**config.mk**
```make
export PLATFORM = sky130hd
export DESIGN_NAME = dmem_ctrl
export DESIGN_NICKNAME = d
export VERILOG_FILES = /design/src/rtl/dmem_ctrl.sv
export SDC_FILE = /design/constraint.sdc
export NUM_CORES = 1
export LEC_CHECK = 0
export CAP_MARGIN = 20
export CORE_MARGIN = 2
export CORE_UTILIZATION = 25
export DETAILED_ROUTE_END_ITERATION = 10
export PLACE_DENSITY = 0.62
export SLEW_MARGIN = 20
export SYNTH_ARGS = -nofsm -noshare
export SYNTH_HDL_FRONTEND = slang
export SYNTH_SLANG_ARGS = --single-unit
```
**constraint.sdc**
```tcl
create_clock -name clk -period 2.35 [get_ports clk]
set_input_delay 0.235 -clock clk [delete_from_list [all_inputs] [get_ports clk]]
set_output_delay 0.235 -clock clk [all_outputs]
set_load 0.01 [all_outputs]
```
**src/rtl/dmem_ctrl.sv**
```systemverilog
// rtl/dmem_ctrl.sv - MEM-stage data-memory controller (optional busy timeout: DMEM_TIMEOUT_EN)
module dmem_ctrl #(
  parameter int TIMEOUT_CYCLES = 255
) (
  input  logic        clk,
  input  logic        rst,
  input  logic        req_valid,
  input  logic [31:0] addr_aligned,
  input  logic [1:0]  bit_shift,
  input  logic [3:0]  mem_byte_enable,
  input  logic [3:0]  rmask,
  input  logic [2:0]  funct3,
  input  logic [31:0] write_data,
  input  logic        advance,
  output logic [31:0] dmem_address,
  output logic        dmem_read,
  output logic        dmem_write,
  output logic [3:0]  dmem_wmask,
  output logic [31:0] dmem_wdata,
  input  logic [31:0] dmem_rdata,
  input  logic        dmem_resp,
  output logic        stall,
  output logic [31:0] load_data,
  output logic        dmem_err
);

  typedef enum logic [1:0] {IDLE, BUSY, DONE} state_t;

  state_t      state_q, state_d;
  logic [31:0] addr_q, wdata_q, load_q, shifted, extended;
  logic [3:0]  wmask_q;
  logic [1:0]  shift_q;
  logic [2:0]  funct3_q;
  logic        is_write_q;
  logic        pending, busy, timeout;

  if (TIMEOUT_CYCLES < 1 || TIMEOUT_CYCLES > 65535) begin : g_bad_timeout
    $error("TIMEOUT_CYCLES must be in 1..65535");
  end

  assign pending = req_valid && (mem_byte_enable != 4'b0 || rmask != 4'b0);
  assign busy    = (state_q == BUSY);

`ifdef DMEM_TIMEOUT_EN
  logic [15:0] cnt_q;
  logic        err_q;

  // Resp in the same cycle as the limit completes normally.
  assign timeout = busy && !dmem_resp && (cnt_q == 16'(TIMEOUT_CYCLES - 1));

  always_ff @(posedge clk or negedge rst) begin
    if (!rst) begin
      cnt_q <= '0;
      err_q <= 1'b0;
    end else begin
      cnt_q <= busy ? cnt_q + 16'd1 : '0;
      if (timeout)
        err_q <= 1'b1;
      else if (state_q == DONE && advance)
        err_q <= 1'b0;
    end
  end

  assign dmem_err = err_q;
`else
  assign timeout  = 1'b0;
  assign dmem_err = 1'b0;
`endif

  always_ff @(posedge clk or negedge rst) begin
    if (!rst)
      state_q <= IDLE;
    else
      state_q <= state_d;
  end

  always_comb begin
    state_d = state_q;
    stall   = 1'b0;
    case (state_q)
      IDLE: begin
        if (pending) begin
          stall   = 1'b1;
          state_d = BUSY;
        end
      end
      BUSY: begin
        stall = 1'b1;
        if (dmem_resp || timeout)
          state_d = DONE;
      end
      DONE: begin
        if (advance)
          state_d = IDLE;
      end
      default: state_d = IDLE;
    endcase
  end

  always_comb begin
    shifted  = dmem_rdata >> {shift_q, 3'b000};
    extended = '0;
    case (funct3_q)
      3'b000:  extended = {{24{shifted[7]}}, shifted[7:0]};
      3'b001:  extended = {{16{shifted[15]}}, shifted[15:0]};
      3'b010:  extended = shifted;
      3'b100:  extended = {24'b0, shifted[7:0]};
      3'b101:  extended = {16'b0, shifted[15:0]};
      default: extended = '0;
    endcase
  end

  always_ff @(posedge clk or negedge rst) begin
    if (!rst) begin
      addr_q     <= '0;
      wdata_q    <= '0;
      wmask_q    <= '0;
      shift_q    <= '0;
      funct3_q   <= '0;
      is_write_q <= 1'b0;
      load_q     <= '0;
    end else begin
      if (state_q == IDLE && pending) begin
        addr_q     <= addr_aligned;
        wdata_q    <= write_data << {bit_shift, 3'b000};
        wmask_q    <= mem_byte_enable;
        shift_q    <= bit_shift;
        funct3_q   <= funct3;
        is_write_q <= (mem_byte_enable != 4'b0);
      end
      if (busy && dmem_resp && !is_write_q)
        load_q <= extended;
      else if (timeout)
        load_q <= '0;
    end
  end

  // Request fields are only driven while a transaction is outstanding.
  assign dmem_read    = busy && !is_write_q;
  assign dmem_write   = busy && is_write_q;
  assign dmem_address = busy ? addr_q  : '0;
  assign dmem_wmask   = busy ? wmask_q : '0;
  assign dmem_wdata   = busy ? wdata_q : '0;
  assign load_data    = load_q;

endmodule

```
# After elaboration in Yosys (flattened, before gate mapping)

Index checks and enable logic that the tools add are counted.

Register bits: 108
Bits of input ports: 114
Word-level logic and storage cells: 42

Equality and inequality tests: 9
Shift operators: 2
Multiplexer cells: 10
Reductions and logical operators: 13

Operators with widths:

| cell                                                             | count |
|---|---|
| 32-bit case mux with 5 select lines                              | 1 |
| 32-bit 2-to-1 mux                                                | 2 |
| 32-bit by 5-bit left shift with 32-bit output                    | 1 |
| 32-bit by 5-bit >> shifter with 32-bit output                    | 1 |
| 4-bit nonzero test                                               | 2 |
| 3-bit == test (second input constant)                            | 2 |
| 1-bit logical AND                                                | 6 |
| 2-bit 2-to-1 mux                                                 | 3 |
| 2-bit inequality test (second input constant)                    | 3 |
| 2-bit case mux with 3 select lines                               | 1 |
| 4-bit 2-to-1 mux                                                 | 1 |
| 3-bit by 1-bit == test with 1-bit output (second input constant) | 1 |
| 3-bit by 2-bit == test with 1-bit output (second input constant) | 1 |
| 3-bit zero test                                                  | 1 |
| 3-bit AND reduction                                              | 1 |
| 2-bit by 1-bit == test with 1-bit output (second input constant) | 1 |
| 2-bit == test (second input constant)                            | 1 |
| 2-bit zero test                                                  | 1 |
| 1-bit case mux with 2 select lines                               | 1 |
| 1-bit zero test                                                  | 1 |
| 1-bit logical OR                                                 | 1 |
| 1-bit 2-to-1 mux                                                 | 1 |

# Logic depth before layout (Yosys ltp)

Gate-level depths: netlist of the first run.

Depth after elaboration: 5
Depth in mapped cells: 5
Gate-level depth less buffers: 3

# Least setup slack after synthesis of the first run

Ideal clock, no wire load.

Kind: input port to flip-flop
Start: input mem_byte_enable[1]
End: register addr_q[16]
Setup time: 0.125 ns
Arrival: 1.614 ns
Path slack: 0.611 ns
Stages: 5
Cell sequence: or4_1 -> o211a_1 -> buf_6 -> buf_6 -> mux2_4

Cells in the longest elaborated chain, start to end: 4

RTL lines:

| item                 | RTL line | RTL |
|---|---|---|
| from (decl)          | 10       | `input logic [3:0] mem_byte_enable,` |
| 4-bit nonzero test   | 41       | `assign pending = req_valid && (mem_byte_enable != 4'b0 \|\| rmask != 4'b0);` |
| 1-bit logical OR     | 41       |  |
| 1-bit logical AND    | 41       |  |
| 1-bit logical AND    | 123      | `if (state_q == IDLE && pending) begin` |
| to (signal assigned) | 124      | `addr_q <= addr_aligned;` |
| to (decl)            | 30       | `logic [31:0] addr_q, wdata_q, load_q, shifted, extended;` |

Every way passes these cells.
A chain may end at the register's enable or synchronous reset.

# Worst setup path in the final report of the first run

Start: input mem_byte_enable[1]
End: output stall

Cells in the longest elaborated chain, start to end: 5

RTL lines:

| item                               | RTL line | RTL |
|---|---|---|
| 4-bit nonzero test                 | 41       |  |
| 1-bit logical OR                   | 41       |  |
| 1-bit logical AND                  | 41       |  |
| 1-bit 2-to-1 mux                   | 82       | `if (pending) begin` |
| 1-bit case mux with 2 select lines | 80       | `case (state_q)` |
| to (decl)                          | 22       | `output logic stall,` |

Every way passes these cells.

==> flow_summary_export.csv, run 1 <==
group,metric,value,unit
run_status,status,"finished, final reports clean",
cells_and_area,fillerInstances,2325,
critical_path,crit_top_cell,"clkdlybuf4s50_1",
worst_hold_path,hold_path.class,"in -> async",
critical_path,regToRegSetupSlack,0.53,ns
die,coreArea,0.0233,sq mm
synthesis,syn_inst,494,
critical_path,cp_max_fo,3,
sta,fin_skew,0.0125,ns
critical_path,critPathLaunch,"mem_byte_enable[1]",
cells_and_area,seqCellArea,0.00270,sq mm
clock_tree,clk-insertion-delay-late,0.36,ns
clock_tree,root_buffer,"clkbuf_16",
critical_path,r2r-end,"load_data[26]$_DFFE_PN0P_",
cells_and_area,fin_nets,819,
global_routing,grt.busiest_layer,"met2",
power_and_ir_drop,leakagePower,3.71,nW
die,ioPinCount,218,
route,ant_nets,0,
route,drt_wl_total,17.8,mm
clock_tree,clock_sinks,108,
synthesis,yosysTopAreaCell,"dfrtp_1",
place,dpl.hpwl,12.7,mm
global_routing,use_met2,22.7,%
route,viasPerCell,4.47,
power_and_ir_drop,ir_worst_vdd,0.434,mV
route,vias,4602,
critical_path,r2r_cells,4,
global_routing,use_met3,3.97,%
die,start_util,25.3,%
critical_path,path_buf_inv,2,
place,placed_cell_area,0.00849,sq mm
die,fp-row-count,56,
critical_path,reg2reg_from,"shift_q[1]$_DFFE_PN0P_",
cells_and_area,fin_util,37.8,%
sta,tns,0,ns
synthesis,synth_cell_types,35,
critical_path,cp_top_family,"buffers and inverters",
die,dieArea,0.0249,sq mm
power_and_ir_drop,powerDensity,1130,mW/mm^2
die,die_w,158,um
global_routing,grtUsageMet1,18.1,%
sta,relSlewSlack,53.3,%
global_routing,grt_antenna_before_repair,1,
clock_tree,cts_max_path_buffers,2,
sta,maxSlewViolCount,0,
synthesis,yosys.area.top_type_share,45.8,%
critical_path,max_stage_delay,0.60,ns
global_routing,grt_pass1_wl,27.1,mm
sta,worst_pin_slew,0.697,ns
clock_tree,cts_made_buffers,9,
power_and_ir_drop,power,9.99,mW
synthesis,syn_avg_cell_area,12.0,sq um
synthesis,seq_area_frac_synth,45.8,%
synthesis,synth_area_leaders,"dfrtp_1 46%, mux2_4 13%, mux2i_1 8.3%",
global_routing,gr-total-overflow,0,
critical_path,critPathCapture,"stall",
critical_path,worstSetupStartpointType,"primary input",
critical_path,critPathSlowestCell,"or4_1",
critical_path,path_class,"in -> out",
die,die_h,158,um
synthesis,yosys_register_bits,108,
sta,fin_crit_sh,97.7,%
sta,setup_viol,0,
synthesis,ys_warn_count,0,
route,drt_iter0_markers,183,
sta,holdWs,0.399,ns
synthesis,syn-num-nets,608,
route,drtPass1Iterations,4,
global_routing,grt_max_degree,62,
global_routing,grt_usage,13.9,%
clock_tree,htreeDepth,3,
global_routing,grt_pass1_vias,4786,
place,globalplace.congestion,0.779,
route,wl_per_cell,17.2,um
critical_path,path_cells,"clkdlybuf4s50_1 > or4_1 > o21ai_1 > nand2_1 > clkdlybuf4s50_1",
route,drc_errors,0,
critical_path,cp.depth,5,
critical_path,crit_arrival,2.06,ns
synthesis,syn_area,0.00591,sq mm
flow_run,cap_violations,0,
cells_and_area,multi_input_area,0.00296,sq mm
sta,min_period,2.30,ns
clock_tree,cts_tree,"done",
sta,finalHoldViolCount,0,
critical_path,required,2.12,ns
place,portBuffers,216,
cells_and_area,fin_area,0.00882,sq mm
critical_path,end_kind,"output pin",
cells_and_area,area_delta_synth_final,49.3,%
sta,clock.fmax,0.435,GHz
clock_tree,clkTransAtPathRegs,0.07,ns
cells_and_area,drive_above_1_share,17.2,%
==> layout by cell type (no fill, tap or decap), types with 2 or more instances in the layout <==
master	instances
clkdlybuf4s50_1	214
dfrtp_1	107
and2_1	61
mux2_4	52
mux2i_1	49
nand2_1	35
nor2_1	23
mux2_2	19
inv_1	17
o211ai_1	17
buf_4	16
clkbuf_16	10
a22o_1	9
o221ai_1	8
nand4_1	8
mux4_2	8
o2bb2ai_1	7
a2bb2oi_1	7
nor2b_1	6
buf_12	5
mux2_1	4
inv_6	4
or4_1	2
o21ai_1	2
o22ai_1	2
nand4b_1	2
==> flip-flops by register name, summed over array words and instances, names as in the netlist <==
signal      count
addr_q         32
funct3_q        3
is_write_q      1
load_data      32
shift_q         2
state_q         2
wdata_q        32
wmask_q         4
==> synth_stat cells <==
cell       count
a22o_1         9
a2bb2oi_1      7
and2_1        61
buf_1          2
buf_2          9
buf_4          1
buf_6          7
clkbuf_1      19
conb_1         1
dfrtp_1      108
inv_1         17
mux2_1         4
mux2_2        19
mux2_4        52
mux2i_1       49
mux4_2         8
nand2_1       35
nand2b_1       1
nand4_1        8
nand4b_1       2
nand4bb_1      1
nor2_1        24
nor2b_1        6
nor3b_1        1
nor4bb_1       1
o211a_1        1
o211ai_1      17
o21a_1         1
o21ai_0        1
o21ai_1        1
o221ai_1       8
o22ai_1        2
o2bb2ai_1      8
or4_1          2
xnor2_1        1
==> final cells by class <==
type / instances / area share, %
Tap cell: 319 / 4.53
Sequential cell: 108 / 30.7
Inverter: 17 / 0.724
Clock inverter: 6 / 0.610
Clock buffer: 10 / 2.60
Multi-Input combinational cell: 331 / 33.6
Antenna cell: 1 / 0.0284
Timing Repair Buffer: 238 / 27.3
==> metrics by stage <==
step / instances / setup WS, ns
5_1_grt: 1030 / -0.0000315
2_1_floorplan: 494 / 0.611
3_5_place_dp: 1011 / 0.00535
4_1_cts: 1028 / 0.00341
6_report: 1030 / 0.0530
3_3_place_gp: 1011 / 0.0372
==> routing by layer <==
layer | vias to the layer above | wire (um)
met3 | 17 | 1110
met5 | - | 0
met1 | 2274 | 7990
met4 | 0 | 268
met2 | 138 | 8380
li1 | 2173 | -
==> timing repair <==
item	4_1_cts	5_1_grt
endpoints found under the hold margin	35	0
hold buffers	1	0
buffers inserted	0	0
resized for setup	1	3
endpoints found under the setup margin	1	70
gates cloned	0	1
==> cells by family after synthesis <==
group / share of synthesized area, %
XOR/XNOR: 0.148
other: 0.0635
AND/OR/NAND/NOR: 12.8
buffers and inverters: 4.64
multiplexers: 29.0
AO/OA/AOI/OAI: 7.58
flip-flops: 45.8
==> worst reg2reg max path: stages, from the launching register on <==
cell and delay (ns):
dfrtp_1 0.49, buf_4 0.33, mux2i_1 0.27, o2bb2ai_2 0.37, o221ai_1 0.21
==> how the worst min path moves through the flow <==
stage	to	startpoint	cells after the start
after floorplan	addr_q[0]$_DFFE_PN0P_	rst	0
after global placement	wdata_q[23]$_DFFE_PN0P_	rst	1
after detailed placement	wdata_q[17]$_DFFE_PN0P_	rst	1
after CTS	wdata_q[18]$_DFFE_PN0P_	rst	2
after global routing	wdata_q[18]$_DFFE_PN0P_	rst	2
final	wdata_q[17]$_DFFE_PN0P_	rst	2
==> power breakdown <==
group          total (mW)  switching, mW  internal [mW]
sequential           3.26          0.536           2.72
combinational        5.22           2.09           3.13
clock                1.50          0.759          0.745
total                9.99           3.38           6.60
(Power assumes the default switching activity.)
==> run 2: changes to the inputs <==
- GPL_TIMING_DRIVEN: unset -> 0
==> flow_summary_export.csv, run 2 (same netlist as run 1, synthesis figures left out) <==
group,metric,value,unit
die,die_w,158,um
cells_and_area,area_delta_synth_final,49.9,%
power_and_ir_drop,pwr-share-clk,16.1,%
route,wl_met1,8.39,mm
route,drtPass1Iterations,4,
sta,clock.fmax,0.440,GHz
die,dieArea,0.0249,sq mm
sta,rsz0062_at_grt,"no",
place,pre_cts_slack,-0.223,ns
route,drc_errors,0,
sta,finalHoldViolCount,0,
worst_hold_path,hold_path.class,"in -> async",
route,drt_wl_total,18.2,mm
power_and_ir_drop,switching_share,33.7,%
power_and_ir_drop,ir_worst_vdd,0.412,mV
sta,setup_viol,0,
clock_tree,cts_tree,"done",
sta,worst_pin_slew,0.726,ns
clock_tree,htreeDepth,3,
critical_path,path_class,"in -> out",
global_routing,grt_pass1_wl,27.6,mm
clock_tree,clock_sinks,108,
die,fp-row-count,56,
place,dpl.hpwl,13.5,mm
clock_tree,clk-insertion-delay-late,0.36,ns
global_routing,grt_pass1_vias,4806,
power_and_ir_drop,intPower,6.72,mW
critical_path,required,2.12,ns
die,ioPinCount,218,
die,die_h,158,um
route,wl_met2,8.35,mm
global_routing,gr-total-overflow,0,
clock_tree,cts_made_buffers,9,
critical_path,worstSetupStartpointType,"primary input",
sta,min_period,2.27,ns
power_and_ir_drop,powerDensity,1150,mW/mm^2
cells_and_area,fin_area,0.00885,sq mm
route,vias,4655,
global_routing,grt_max_degree,56,
global_routing,grt_antenna_before_repair,0,
critical_path,end_kind,"output pin",
clock_tree,clkTransAtPathRegs,0.07,ns
global_routing,grt_usage,14.6,%
sta,maxSlewViolCount,0,
die,start_util,25.3,%
critical_path,crit_arrival,2.04,ns
sta,fin_skew,0.0166,ns
sta,relSlewSlack,51.3,%
cells_and_area,fillerInstances,2325,
route,wl_per_cell,17.4,um
critical_path,cp_max_fo,2,
die,coreArea,0.0233,sq mm
place,placed_cell_area,0.00848,sq mm
power_and_ir_drop,p_switching,3.42,mW
route,ant_nets,0,
cells_and_area,fin_util,37.9,%
cells_and_area,fin_nets,837,
cells_and_area,drive_above_1_share,17.0,%
sta,fin_crit_sh,96.6,%
route,top_layer,"met4",
clock_tree,cts_max_path_buffers,2,
power_and_ir_drop,p_seq_share,31.6,%
sta,fin_ws,0.0794,ns
cells_and_area,final_cell_mix,"211 x clkdlybuf4s50_1, 108 x dfrtp_1, 61 x and2_1",
power_and_ir_drop,leakagePower,3.78,nW
cells_and_area,layout_commonest_cell,"clkdlybuf4s50_1",
route,viasPerCell,4.45,
place,portBuffers,214,
flow_run,cap_violations,0,
clock_tree,root_buffer,"clkbuf_16",
route,dr_wl_met3,1.06,mm
cells_and_area,antenna_cells,0,
power_and_ir_drop,pwr-share-comb,52.3,%
place,globalplace.congestion,0.782,
route,drt_iter0_markers,159,
sta,holdWs,0.398,ns
run_status,status,"finished, final reports clean",
## run 2: path summary, 6_finish.rpt
| path | startpoint | end | slack, ns | depth (start not counted) |
|---|---|---|---|---|
| setup / recovery | rmask[1] | stall | 0.08 | 5 |
| hold / removal | rst | wdata_q[14]$_DFFE_PN0P_ | 0.40 | 2 |
| setup reg to reg | state_q[1]$_DFFE_PN0P_ | load_data[26]$_DFFE_PN0P_ | 0.37 | 4 |
| hold reg to reg | addr_q[2]$_DFFE_PN0P_ | addr_q[2]$_DFFE_PN0P_ | 0.48 | 1 |
| max in group asynchronous | rst | shift_q[0]$_DFFE_PN0P_ | 1.27 | 3 |
| min in group clk | addr_aligned[2] | addr_q[2]$_DFFE_PN0P_ | 0.47 | 2 |
## run 2: what timing repair did
action                                  in CTS  in global routing
endpoints found under the setup margin      62                 27
pin swaps                                    1                  0
hold buffers                                 1                  0
gates resized for setup                      9                 10
endpoints found under the hold margin       54                  0
setup buffers                                2                  0
## run 2: per-stage QoR
step	TNS, ns	std cells	power (mW)
3_5_place_dp	-10.55	1028	8.48
6_report	0	1047	10.1
3_3_place_gp	-400.03	1027	8.47
2_1_floorplan	0	494	6.18
5_1_grt	0	1047	10.8
4_1_cts	0	1047	10.3
## run 2: area by class of cell
cell class | instances | area [sq um] | area share (%)
Multi-Input combinational cell | 331 | 2940 | 33.2
Sequential cell | 108 | 2700 | 30.5
Timing Repair Buffer | 218 | 2210 | 25.0
Tap cell | 319 | 399 | 4.51
Clock buffer | 10 | 229 | 2.59
Buffer | 38 | 224 | 2.53
Clock inverter | 6 | 76.3 | 0.862
Inverter | 17 | 63.8 | 0.721
## run 2: power groups by stage
stage / clock [mW] / sequential, mW / combinational [mW]
6_report: 1.63 / 3.21 / 5.30
5_1_grt: 1.75 / 3.32 / 5.72
4_1_cts: 1.69 / 3.21 / 5.38
3_5_place_dp: 0 / 3.22 / 5.26
3_3_place_gp: 0 / 3.23 / 5.25
2_1_floorplan: 0 / 3.20 / 2.97
## run 2: critical path: stages
cell and delay (ns):
clkdlybuf4s50_1 0.40, or4_1 0.62, o21ai_1 0.20, nand2_1 0.07, clkdlybuf4s50_1 0.51
## run 2: layer usage
layer,vias up,GRT usage (%)
li1,2204,-
met1,2261,19.5
met2,166,23.5
met3,24,3.09
met4,0,4.68
met5,-,0
